## src/rtl/pipeline_dmem_initiator_pkg.sv

```systemverilog
// Shared constants and types for the pipelined-core data-memory initiator.
// Optional feature macro: DMEM_TIMEOUT_EN (bus-acknowledge timeout and sticky bus_error).
package pipeline_dmem_initiator_pkg;

  typedef enum logic [1:0] {
    IDLE = 2'd0,
    REQ  = 2'd1,
    DONE = 2'd2
  } dmem_state_t;

  localparam int unsigned DMEM_TIMEOUT_DEFAULT = 255;
  localparam int          DMEM_CNT_W           = 16;

  // Everything the initiator presents on the bus for one transaction.
  typedef struct packed {
    logic        we;
    logic [31:0] addr;
    logic [31:0] wdata;
    logic [3:0]  wmask;
  } bus_cmd_t;

endpackage

```

## src/rtl/pipeline_dmem_initiator_timeout.sv

```systemverilog
// Ack-wait counter for the data-memory initiator; used only when DMEM_TIMEOUT_EN is defined.
// Counts REQ cycles without ack and flags the final allowed cycle.
module dmem_timeout_counter
  import pipeline_dmem_initiator_pkg::*;
#(
  parameter int unsigned LIMIT = DMEM_TIMEOUT_DEFAULT
) (
  input  logic clock,
  input  logic reset,
  input  logic clear,
  input  logic enable,
  output logic expired
);

  localparam logic [DMEM_CNT_W-1:0] LAST = DMEM_CNT_W'(LIMIT - 1);

  logic [DMEM_CNT_W-1:0] count_q, count_d;

  // Saturates at LAST so an unserviced wait cannot wrap back to a small count.
  always_comb begin
    count_d = count_q;
    if (clear) begin
      count_d = '0;
    end else if (enable && !expired) begin
      count_d = count_q + 1'b1;
    end
  end

  assign expired = (count_q == LAST);

  always_ff @(posedge clock) begin
    if (reset) begin
      count_q <= '0;
    end else begin
      count_q <= count_d;
    end
  end

endmodule

```

## src/rtl/pipeline_dmem_initiator.sv

```systemverilog
// Multi-cycle data-memory initiator: drives want_stall to pipeline control while a bus
// request/ack transaction runs. Optional feature macro: DMEM_TIMEOUT_EN.
module pipeline_dmem_initiator
  import pipeline_dmem_initiator_pkg::*;
(
  input  logic        clock,
  input  logic        reset,
  input  logic        data_mem_read_enable,
  input  logic        data_mem_write_enable,
  input  logic [31:0] mem_address,
  input  logic [31:0] mem_write_data,
  input  logic [3:0]  mem_write_mask,
  input  logic        no_stall,
  output logic        want_stall,
  output logic [31:0] read_data,
  output logic        bus_req,
  output logic        bus_we,
  output logic [31:0] bus_addr,
  output logic [31:0] bus_wdata,
  output logic [3:0]  bus_wmask,
`ifdef DMEM_TIMEOUT_EN
  output logic        bus_error,
`endif
  input  logic        bus_ack,
  input  logic [31:0] bus_rdata
);

`ifdef DMEM_TIMEOUT_EN
  parameter int unsigned TIMEOUT_CYCLES = DMEM_TIMEOUT_DEFAULT;
`endif

  dmem_state_t state_q, state_d;
  bus_cmd_t    cmd_q, cmd_d;
  logic        bus_req_q, bus_req_d;
  logic [31:0] read_data_q, read_data_d;
  logic        error_q, error_d;
  logic        op;
  logic        timed_out;

`ifdef DMEM_TIMEOUT_EN
  dmem_timeout_counter #(
    .LIMIT (TIMEOUT_CYCLES)
  ) u_timeout (
    .clock   (clock),
    .reset   (reset),
    .clear   (state_q != REQ),
    .enable  ((state_q == REQ) && !bus_ack),
    .expired (timed_out)
  );
`else
  assign timed_out = 1'b0;
`endif

  assign op = data_mem_read_enable | data_mem_write_enable;

  // NOTE: every signal gets its default before the case; a missed branch would otherwise infer a latch.
  always_comb begin
    state_d     = state_q;
    cmd_d       = cmd_q;
    bus_req_d   = bus_req_q;
    read_data_d = read_data_q;
    error_d     = error_q;
    want_stall  = 1'b0;

    unique case (state_q)
      IDLE: begin
        want_stall = op;
        if (op) begin
          cmd_d     = '{we:    data_mem_write_enable,
                        addr:  mem_address,
                        wdata: mem_write_data,
                        wmask: mem_write_mask};
          bus_req_d = 1'b1;
          state_d   = REQ;
        end
      end
      REQ: begin
        want_stall = 1'b1;
        // A real ack beats a timeout landing in the same cycle.
        if (bus_ack) begin
          if (!cmd_q.we) begin
            read_data_d = bus_rdata;
          end
          bus_req_d = 1'b0;
          state_d   = DONE;
        end else if (timed_out) begin
          read_data_d = '0;
          error_d     = 1'b1;
          bus_req_d   = 1'b0;
          state_d     = DONE;
        end
      end
      DONE: begin
        // Another stall source may still hold the pipeline; wait for it to advance.
        if (no_stall) begin
          state_d = IDLE;
        end
      end
      default: begin
        state_d   = IDLE;
        bus_req_d = 1'b0;
      end
    endcase
  end

  // NOTE: non-blocking assignments so every register samples pre-edge values regardless of order.
  always_ff @(posedge clock) begin
    if (reset) begin
      state_q     <= IDLE;
      cmd_q       <= '0;
      bus_req_q   <= 1'b0;
      read_data_q <= '0;
      error_q     <= 1'b0;
    end else begin
      state_q     <= state_d;
      cmd_q       <= cmd_d;
      bus_req_q   <= bus_req_d;
      read_data_q <= read_data_d;
      error_q     <= error_d;
    end
  end

  assign read_data = read_data_q;
  assign bus_req   = bus_req_q;
  assign bus_we    = cmd_q.we;
  assign bus_addr  = cmd_q.addr;
  assign bus_wdata = cmd_q.wdata;
  assign bus_wmask = cmd_q.wmask;
`ifdef DMEM_TIMEOUT_EN
  assign bus_error = error_q;
`else
  // Without the timeout the error path is never taken; keep the register trivially consumed.
  logic unused_error;
  assign unused_error = error_q;
`endif

endmodule

```

## config.mk

```make
export PLATFORM = sky130hd
export DESIGN_NAME = pipeline_dmem_initiator
export DESIGN_NICKNAME = d
export VERILOG_FILES = /design/src/rtl/pipeline_dmem_initiator_pkg.sv /design/src/rtl/pipeline_dmem_initiator_timeout.sv /design/src/rtl/pipeline_dmem_initiator.sv
export SDC_FILE = /design/constraint.sdc
export NUM_CORES = 1
export LEC_CHECK = 0
export ABC_AREA = 1
export CAP_MARGIN = 0
export CORE_MARGIN = 4
export CORE_UTILIZATION = 35
export DETAILED_ROUTE_END_ITERATION = 7
export MAX_ROUTING_LAYER = met4
export PLACE_DENSITY = 0.8
export SYNTH_ARGS = -nofsm -noshare
export SYNTH_HDL_FRONTEND = slang
export SYNTH_SLANG_ARGS = --single-unit
```

## constraint.sdc

```tcl
create_clock -name clock -period 1.57 [get_ports clock]
set_input_delay 0.314 -clock clock [delete_from_list [all_inputs] [get_ports clock]]
set_output_delay 0.314 -clock clock [all_outputs]
set_load 0.01 [all_outputs]
```

=== Word level (Yosys, flattened, before mapping) ===
Index checks and enable logic that the tools add are counted.

* Word-level logic and storage cells: 28
* Output and inout bits: 103
* Bits of input ports: 106
* Register bits after elaboration: 104

* Equality and inequality tests: 5
* Bitwise logic cells: 3
* Reduce and logical (&&, ||, !) cells: 5
* Muxes and demuxes: 8

{| class="wikitable"
|+ Operators by type and width
! cell !! number
|-
| $reduce_and A3 Y1 || 3
|-
| $mux W2 || 3
|-
| $ne A2 B2 Y1 const B || 3
|-
| $pmux W2 S3 || 1
|-
| $pmux W1 S3 || 1
|-
| $eq A2 B1 Y1 const B || 1
|-
| $eq A2 B2 Y1 const B || 1
|-
| $logic_not A2 Y1 || 1
|-
| $mux W1 || 2
|-
| $not A1 Y1 || 2
|-
| $pmux W1 S2 || 1
|-
| $reduce_and A2 Y1 || 1
|-
| $or A1 B1 Y1 || 1
|}

=== Logic depth before layout (Yosys ltp) ===
Gate-level depths: netlist (run 1).

* Depth in word-level cells: 3
* Gate-level depth with buffers: 8
* Depth with buffers taken out: 6

=== Worst setup path before layout (run 1) ===
OpenSTA, ideal clock, no wires.

* Path kind: reg-to-reg
* Start point: register state_q[1]
* End point: register cmd_q, in the netlist bus_addr[0]
* Stages on the path, launching flop included: 8
* Slack: 0.423 ns
* Arrival: 1.034 ns
* Setup time: 0.113 ns
* Data required time: 1.457 ns
* Cell sequence: dfxtp_1 nor2_4 nand2_2 inv_2 buf_6 buf_4 nor2_1 nor2_1

* Word-level cells in the longest chain between the ends: 2

{| class="wikitable"
|+ RTL lines
! what !! RTL line !! source
|-
| start, declared || pipeline_dmem_initiator.sv:32 || <nowiki>dmem_state_t state_q, state_d;</nowiki>
|-
| start signal, assigned || pipeline_dmem_initiator.sv:115 || <nowiki>state_q <= state_d;</nowiki>
|-
| $logic_not A2 Y1 || pipeline_dmem_initiator.sv:65 || <nowiki>unique case (state_q)</nowiki>
|-
| $reduce_and A2 Y1 (no source line) || n/a ||
|-
| end signal, assigned || pipeline_dmem_initiator.sv:116 || <nowiki>cmd_q <= cmd_d;</nowiki>
|-
| end, declared || pipeline_dmem_initiator.sv:33 || <nowiki>bus_cmd_t cmd_q, cmd_d;</nowiki>
|}

No other way between the ends.
A chain may end at the register's enable or synchronous reset.

=== Final worst setup path (run 1) ===
* Start point: register cmd_q, in the netlist bus_wdata[3]
* End point: output bus_wdata[3]

{| class="wikitable"
|+ RTL lines
! what !! RTL line !! source
|-
| end, declared || pipeline_dmem_initiator.sv:19 || <nowiki>output logic [31:0] bus_wdata,</nowiki>
|}

No word-level cell between the ends.

==> metrics.csv, run 1 <==
metric,value,unit
run status,completed,
worst reg2reg path endpoint,bus_wdata[25],
Clock transition at path regs,70,ps
worst-path cell chain,clkdlybuf4s50_1,
via/cell ratio,4.48,
FP Rows,40,
number of DRC markers in iteration 0,234,
CTS Buffer Depth,2,
Nets,906,
Max-slew headroom,79.3,%
R2R Setup Slk,280,ps
cts hold-fix bufs,0,
CTS Buf Count,9,
port bufs,208,
die width,119,um
hpwl dp,8570,um
Fin. Hold Viols,0,
worst vdd ir,0.000601,V
cell leakage power,3.96,nW
Max Cap Violations,0,
critical path capture point type,output pin,
actual slew at the worst max-slew pin,311,ps
antenna violations before repair,0,
CP max stage delay,560,ps
Startpoint Class,flip-flop,
vias in the first global route,3937,
r2r worst-path depth,7,
core region area,12100,um2
Synth Register Bits,104,
post-route clock skew,5.60,ps
Top Ports,209,
CTS tree,yes,
final setup fails,0,
largest net degree at the start of global routing,70,
routed len/inst,12.8,um
CTS H-Tree Depth,3,
final core occ,59.2,%
cell count after synthesis,604,
fin worst setup slack,35.3,ps
Synth Cell Area,4320,um2
Die Y,119,um
Place WS,-360,ps
most frequent cells in the layout,"200 x nor2_1, 140 x clkdlybuf4s50_1, 108 x nand2_1",
# DRC,0,
Overflow after GRT,0,
Hold WS,460,ps
Pre-antenna DRT Iters,4,
Clock Tree Root,clkbuf_16,
Overall Global Routing Usage,17.2,%
die area,14200,um2
"most common cell after layout, fill and taps aside",nor2_1,
Slew Limit Fails,0,
"Seq/Total Area, Yosys",48.2,%
GP Congestion,0.761,
WS Path Type,flip-flop to output pin,
fill count,1115,
"Data arrival, critical path",1220,ps
"delay-heaviest family, CP",buffers and inverters,
synth-to-layout area growth,65.4,%
Post-DP Area,6680,um2
CP max FO,2,
final WL,12500,um
clock net sink count,104,
RSZ-0062 raised after global routing,false,
worst setup path start,bus_wdata[3],
setup bufs post-CTS,0,
fmax,652,MHz
Power Dens Cells,1030,nW/um2
Crit path buffers/inverters,1,
layout cells sized above 1,4.97,%
fin area,7140,um2
Stages on worst setup path,1,
Synthesized Nets,710,
Hold/Removal Path Class,flip-flop to flip-flop,
ANT nets after route,0,
period utilization,97.8,%
Final min period,1530,ps
Crit path required time,1260,ps
worst r2r src,state_q[0],
count of cell types in the netlist,17,
via count,4356,
diode count,0,
Initial Util,35.8,%
"slowest stage cell, crit path",clkdlybuf4s50_1,
Clock Latency Late Sink,340,ps
Worst setup endpoint,bus_wdata[3],
syn avg cell area,7.15,um2
Synth warnings,0,
first-pass GRT wire length,19400,um
## worst min path at each step
| stage | to | start | cells after the start | slack [ps] |
|---|---|---|---|---|
| floorplan | bus_req | reset | 1 | 380 |
| global placement | bus_req | bus_req | 2 | 450 |
| detailed placement | bus_req | bus_req | 2 | 450 |
| CTS | bus_req | bus_req | 2 | 460 |
| global route | bus_req | bus_req | 2 | 490 |
| finish | bus_req | bus_req | 2 | 460 |
## state kept, by name (all words and copies together), names as in the netlist
name / cells
bus_we: 1
bus_req: 1
bus_wdata: 32
bus_addr: 32
read_data: 32
bus_wmask: 4
state_q: 2
## layout make-up
type | instances | area (um2) | area share, %
timing repair buffer | 225 | 2460 | 34.5
multi-input combinational | 420 | 1900 | 26.6
clock inverter | 2 | 60.1 | 0.841
clock buffer | 14 | 274 | 3.84
sequential | 104 | 2080 | 29.2
inverter | 40 | 150 | 2.10
tap | 168 | 210 | 2.94
## kinds of logic (layout without fill, tap and decap cells)
kind of cell	after synthesis	after routing	share of synthesized area, %
and+or+nand+nor	415	415	43.3
DFF	104	104	48.2
buffers and inverters	80	281	7.88
AOI/OAI and AO/OA	5	5	0.580
## synth_stat cells (all sizes together)
master / count / share of area, %
nand3b: 69 / 12
nand3: 32 / 3.7
a21oi: 4 / 0.46
o21ai: 1 / 0.12
inv: 40 / 3.5
nand2: 110 / 9.6
nor2: 204 / 18
buf: 29 / 3.4
dfxtp: 104 / 48
clkbuf: 11 / 0.96
## per-stage QoR
step	total power [mW]	cells	TNS, ps
6_report	7.34	973	0
5_1_grt	7.71	973	0
4_1_cts	7.48	973	0
3_5_place_dp	5.00	957	-12060
3_3_place_gp	4.96	957	-10870
2_1_floorplan	3.96	604	0
## layer usage
metal	GRT usage (%)	vias up	wire, um
li1	-	2241	-
met1	21.5	1930	5340
met2	26.5	160	5790
met3	4.13	25	973
met4	7.89	0	365
met5	-	-	0
## what timing repair did
item | in CTS | in global routing
cloned | 0 | 0
resized for setup | 14 | 57
setup endpoints to repair | 11 | 57
## where the power goes
group,internal (mW),switching [mW],total [mW]
registers,2.91,0.127,3.04
clock network,1.53,0.951,2.48
logic,0.969,0.849,1.82
total,5.41,1.93,7.34
(Power assumes the default switching activity.)
==> run 2, diff against run 1 <==
--- a/config.mk
+++ b/config.mk
@@ -10,6 +10,7 @@
 export CORE_MARGIN = 4
 export CORE_UTILIZATION = 35
 export DETAILED_ROUTE_END_ITERATION = 7
+export GPL_TIMING_DRIVEN = 0
 export MAX_ROUTING_LAYER = met4
 export PLACE_DENSITY = 0.8
 export SYNTH_ARGS = -nofsm -noshare
==> run 2 against run 1 <==
Count of clock-buffer cells in the layout did not move. Wire length up 4.5%. Worst setup slack worse by 7.2 ps. Sequential share of layout area up 0.13 points. Largest power group unchanged. Power barely moved. Flip-flop and latch count is the same. Maximum frequency shrank 0.47%. Cell count is 2.6% higher.
==> metrics.csv, run 2 (synthesized netlist as in run 1, its figures left out) <==
metric,value,unit,change
CTS H-Tree Depth,3,,unchanged
# DRC,0,,unchanged
Reg area,2080,um2,unchanged
Stages on worst setup path,1,,unchanged
antenna violations before repair,0,,unchanged
footprint of the multi-input gates,1910,um2,was 1900 um2
worst setup path start,bus_addr[17],,was bus_wdata[3]
Final min period,1540,ps,was 1530 ps
fin worst setup slack,28.1,ps,was 35.3 ps
number of DRC markers in iteration 0,181,,was 234
period utilization,98.2,%,was 97.8%
vias in the first global route,4006,,was 3937
routed len/inst,13.1,um,was 12.8 um
Max-slew headroom,70.5,%,was 79.3%
first-pass GRT wire length,20500,um,was 19400 um
via count,4425,,was 4356
cell leakage power,3.93,nW,was 3.96 nW
final setup fails,0,,unchanged
Crit path required time,1260,ps,about the same
Clock transition at path regs,60,ps,was 70 ps
die area,14200,um2,unchanged
worst vdd ir,0.000599,V,was 0.000601 V
post-route clock skew,3.92,ps,was 5.60 ps
Power Dens Cells,1030,nW/um2,about the same
final WL,13000,um,was 12500 um
CTS tree,yes,,unchanged
FP Rows,40,,unchanged
hpwl dp,9760,um,was 8570 um
metal2 WL,6070,um,was 5790 um
final core occ,58.9,%,was 59.2%
most frequent cells in the layout,"201 x nor2_1, 141 x clkdlybuf4s50_1, 107 x nand2_1",,"was 200 x nor2_1, 140 x clkdlybuf4s50_1, 108 x nand2_1"
Top Ports,209,,unchanged
layout cells sized above 1,6.51,%,was 4.97%
CTS Buffer Depth,2,,unchanged
worst-path cell chain,clkdlybuf4s50_1,,unchanged
Clock Tree Root,clkbuf_16,,unchanged
actual slew at the worst max-slew pin,442,ps,was 311 ps
met1 WL,5730,um,was 5340 um
Worst setup endpoint,bus_addr[17],,was bus_wdata[3]
R2R Setup Slk,130,ps,was 280 ps
cts hold-fix bufs,0,,unchanged
CTS Buf Count,9,,unchanged
"most common cell after layout, fill and taps aside",nor2_1,,unchanged
Die Y,119,um,unchanged
ANT nets after route,0,,unchanged
"Data arrival, critical path",1230,ps,was 1220 ps
met3 routed WL,1030,um,was 973 um
core region area,12100,um2,unchanged
"slowest stage cell, crit path",clkdlybuf4s50_1,,unchanged
WS Path Type,flip-flop to output pin,,unchanged
Top Metal Used,met4,,unchanged
hold path startpoint,bus_req,,unchanged
Overall Global Routing Usage,18.5,%,was 17.2%
Startpoint Class,flip-flop,,unchanged
CP max stage delay,540,ps,was 560 ps
critical path capture point type,output pin,,unchanged
fmax,649,MHz,was 652 MHz
CP max FO,2,,unchanged
run status,completed,,unchanged
Overflow after GRT,0,,unchanged
via/cell ratio,4.43,,was 4.48
"delay-heaviest family, CP",buffers and inverters,,unchanged
clock net sink count,104,,unchanged
Place WS,-678,ps,was -360 ps
synth-to-layout area growth,64.6,%,was 65.4%
port bufs,208,,unchanged
Clock Latency Late Sink,340,ps,about the same
diode count,0,,unchanged
Max Cap Violations,0,,unchanged
Crit path buffers/inverters,1,,unchanged
Pre-antenna DRT Iters,4,,unchanged
largest net degree at the start of global routing,16,,was 70
worst reg2reg path endpoint,bus_addr[11],,was bus_wdata[25]
fill count,1119,,was 1115
Slew Limit Fails,0,,unchanged
die width,119,um,unchanged
GP Congestion,0.770,,was 0.761
Initial Util,35.8,%,unchanged
r2r worst-path depth,7,,unchanged
worst r2r src,state_q[1],,was state_q[0]
Total Power,7.33,mW,was 7.34 mW
Hold/Removal Path Class,flip-flop to flip-flop,,unchanged
Fin. Hold Viols,0,,unchanged
Nets,931,,was 906
[run 2: cell types whose count changed in the layout (fill, tap and decap cells not counted), moves of 4 or more]
cell            delta
buf_12            -10
clkbuf_2           +8
dlygate4sd2_1      +4
buf_2             +13
clkbuf_1           +6
dlymetal6s2s_1     -5
buf_1              +5
[run 2: worst min-delay path by stage]
stage,depth (start not counted),endpoint,slack (ps)
6_report,2,bus_req,470
5_1_grt,2,bus_addr[22],500
3_3_place_gp,2,bus_req,450
2_1_floorplan,1,bus_req,380
3_5_place_dp,2,bus_req,460
4_1_cts,2,bus_req,460
[run 2: report_power, final]
part,internal [mW],switching (mW)
combinational,0.942,0.858
clock,1.53,0.967
sequential,2.91,0.127
[run 2: repair_timing]
action / in CTS / in global routing
buffers inserted: 2 / 0
pin swaps: 2 / 0
resized for setup: 21 / 72
setup endpoints to repair: 42 / 114
[run 2: per-layer routing]
layer / vias to the layer above / track usage [%]
met4: 0 / 6.66
met2: 151 / 29.3
li1: 2297 / -
met3: 12 / 4.84
met5: - / -
met1: 1965 / 22.9
[run 2: cell type report]
cell class / count / area share [%]
Buffer: 40 / 2.92
Clock buffer: 14 / 3.86
Clock inverter: 2 / 0.845
Inverter: 40 / 2.11
Multi-Input combinational cell: 420 / 26.9
Sequential cell: 104 / 29.3
Tap cell: 168 / 2.96
Timing Repair Buffer: 210 / 31.1
[run 2: through the flow]
stage,std cells,hold slack [ps],setup TNS [ps],cell area (um2)
final,998,471,0,7110
after global routing,998,501,-4.07,7110
after CTS,998,465,0,6950
after detailed placement,980,455,-32870,6610
after global placement,980,454,-31820,6610
after floorplan,604,383,0,4320
==> run 3, diff against run 2 <==
--- a/config.mk
+++ b/config.mk
@@ -7,6 +7,7 @@
 export LEC_CHECK = 0
 export ABC_AREA = 1
 export CAP_MARGIN = 0
+export CORE_ASPECT_RATIO = 2
 export CORE_MARGIN = 4
 export CORE_UTILIZATION = 35
 export DETAILED_ROUTE_END_ITERATION = 7
==> run 3 against run 2 <==
Flip-flop and latch count unchanged. Power down 2.3%. Via count down 0.54%. Sequential power about the same. First-iteration DRC count down 40%. Wire length up 4.4%. Clock skew up 2.8 ps. Cell area down 0.93%. Worst setup slack worse by 0.88 ps. Maximum frequency about the same. Critical path depth unchanged.
==> metrics.csv, run 3 (synthesized netlist as in run 1, its figures left out) <==
metric,value,unit,change
cell leakage power,3.91,nW,was 3.93 nW
clock net sink count,104,,unchanged
CP max stage delay,560,ps,was 540 ps
Clock Latency Late Sink,340,ps,about the same
post-route clock skew,6.73,ps,was 3.92 ps
most frequent cells in the layout,"201 x nor2_1, 144 x clkdlybuf4s50_1, 108 x nand2_1",,"was 201 x nor2_1, 141 x clkdlybuf4s50_1, 107 x nand2_1"
"slowest stage cell, crit path",clkdlybuf4s50_1,,unchanged
Die Y,165,um,was 119 um
via count,4401,,was 4425
critical path capture point type,output pin,,unchanged
GP Congestion,0.844,,was 0.770
number of DRC markers in iteration 0,109,,was 181
worst-path cell chain,clkdlybuf4s50_1,,unchanged
Reg area,2080,um2,unchanged
CTS Buffer Depth,2,,unchanged
Startpoint Class,flip-flop,,unchanged
fill count,1140,,was 1119
Overall Global Routing Usage,18.9,%,was 18.5%
Power Dens Cells,1020,nW/um2,was 1030 nW/um2
Overflow after GRT,0,,unchanged
Final min period,1540,ps,about the same
footprint of the multi-input gates,1910,um2,about the same
synth-to-layout area growth,63.1,%,was 64.6%
antenna violations before repair,0,,unchanged
Nets,931,,unchanged
die width,86.5,um,was 119 um
Clock Tree Root,clkbuf_16,,unchanged
routed len/inst,13.9,um,was 13.1 um
hpwl dp,10600,um,was 9760 um
final WL,13600,um,was 13000 um
layout cells sized above 1,6.51,%,unchanged
"Data arrival, critical path",1230,ps,about the same
Crit path buffers/inverters,1,,unchanged
final setup fails,0,,unchanged
largest net degree at the start of global routing,18,,was 16
CP max FO,2,,unchanged
Total Power,7.16,mW,was 7.33 mW
Max Cap Violations,0,,unchanged
# DRC,0,,unchanged
Initial Util,35.6,%,was 35.8%
Hold/Removal Path Class,input pin to flip-flop,,was flip-flop to flip-flop
"most common cell after layout, fill and taps aside",nor2_1,,unchanged
Max-slew headroom,71.1,%,was 70.5%
WS Path Type,flip-flop to output pin,,unchanged
period utilization,98.3,%,was 98.2%
Pre-antenna DRT Iters,4,,unchanged
diode count,0,,unchanged
run status,completed,,unchanged
ANT nets after route,0,,unchanged
CTS H-Tree Depth,3,,unchanged
worst vdd ir,0.000956,V,was 0.000599 V
"delay-heaviest family, CP",buffers and inverters,,unchanged
CTS Buf Count,9,,unchanged
actual slew at the worst max-slew pin,433,ps,was 442 ps
Top Ports,209,,unchanged
Crit path required time,1260,ps,about the same
Fin. Hold Viols,0,,unchanged
vias in the first global route,4157,,was 4006
CTS tree,yes,,unchanged
core region area,12100,um2,about the same
Clock transition at path regs,70,ps,was 60 ps
Slew Limit Fails,0,,unchanged
FP Rows,57,,was 40
Fin Setup TNS,0,ps,unchanged
first-pass GRT wire length,20700,um,was 20500 um
port bufs,208,,unchanged
fmax,648,MHz,was 649 MHz
RSZ-0062 raised after global routing,false,,
die area,14300,um2,was 14200 um2
Hold WS,318,ps,was 471 ps
via/cell ratio,4.50,,was 4.43
## run 3: cell count changes in the layout (fill, tap and decap cells not counted), moves of 2 or more
cell             before  now
inv_6                 0    3
dlygate4sd2_1        14   10
buf_2                14   18
clkbuf_8              3    1
clkdlybuf4s50_1     141  144
clkbuf_4              2    0
## run 3: path summary, 6_finish.rpt
path	from	endpoint	slack, ps	depth (start not counted)
worst max-delay path	bus_addr[12]	bus_addr[12]	30	1
worst min-delay path	data_mem_write_enable	bus_we	320	3
worst max register to register	state_q[0]	bus_addr[13]	150	7
worst min register to register	bus_req	bus_req	460	2
## run 3: through the flow
stage	cells	utilization, %	cell area (um2)	setup slack, ps
after floorplan	604	-	4320	423
after global placement	959	54.3	6580	-565
after detailed placement	959	54.3	6580	-571
after CTS	977	56.9	6900	1.33
after global routing	977	58.1	7040	0.188
final	977	58.1	7040	27.2
## run 3: routing by layer
| metal | GRT usage, % | up-vias | wire length (um) |
|---|---|---|---|
| li1 | - | 2295 | - |
| met1 | 18.6 | 1942 | 4800 |
| met2 | 35.6 | 138 | 7630 |
| met3 | 3.53 | 26 | 712 |
| met4 | 7.80 | 0 | 473 |
| met5 | - | - | 0 |
## run 3: timing repair
| item | 4_1_cts | 5_1_grt |
|---|---|---|
| gates resized for setup | 18 | 65 |
| setup endpoints to repair | 18 | 85 |
| buffers inserted | 2 | 0 |
| pin swaps | 2 | 0 |
| hold buffers | 0 | 0 |
## run 3: power by group
part           total [mW]  internal, mW  switching (mW)
Sequential           3.04          2.91           0.129
Combinational        1.80         0.943           0.860
Clock                2.32          1.30            1.02
Total                7.16          5.15            2.01
## run 3: layout make-up
| type | count | share of cell area, % |
|---|---|---|
| Inverter | 40 | 2.13 |
| Clock inverter | 5 | 0.871 |
| Multi-Input combinational cell | 420 | 27.1 |
| Timing Repair Buffer | 210 | 31.4 |
| Clock buffer | 11 | 3.45 |
| Sequential cell | 104 | 29.6 |
| Buffer | 40 | 2.83 |
| Tap cell | 147 | 2.61 |
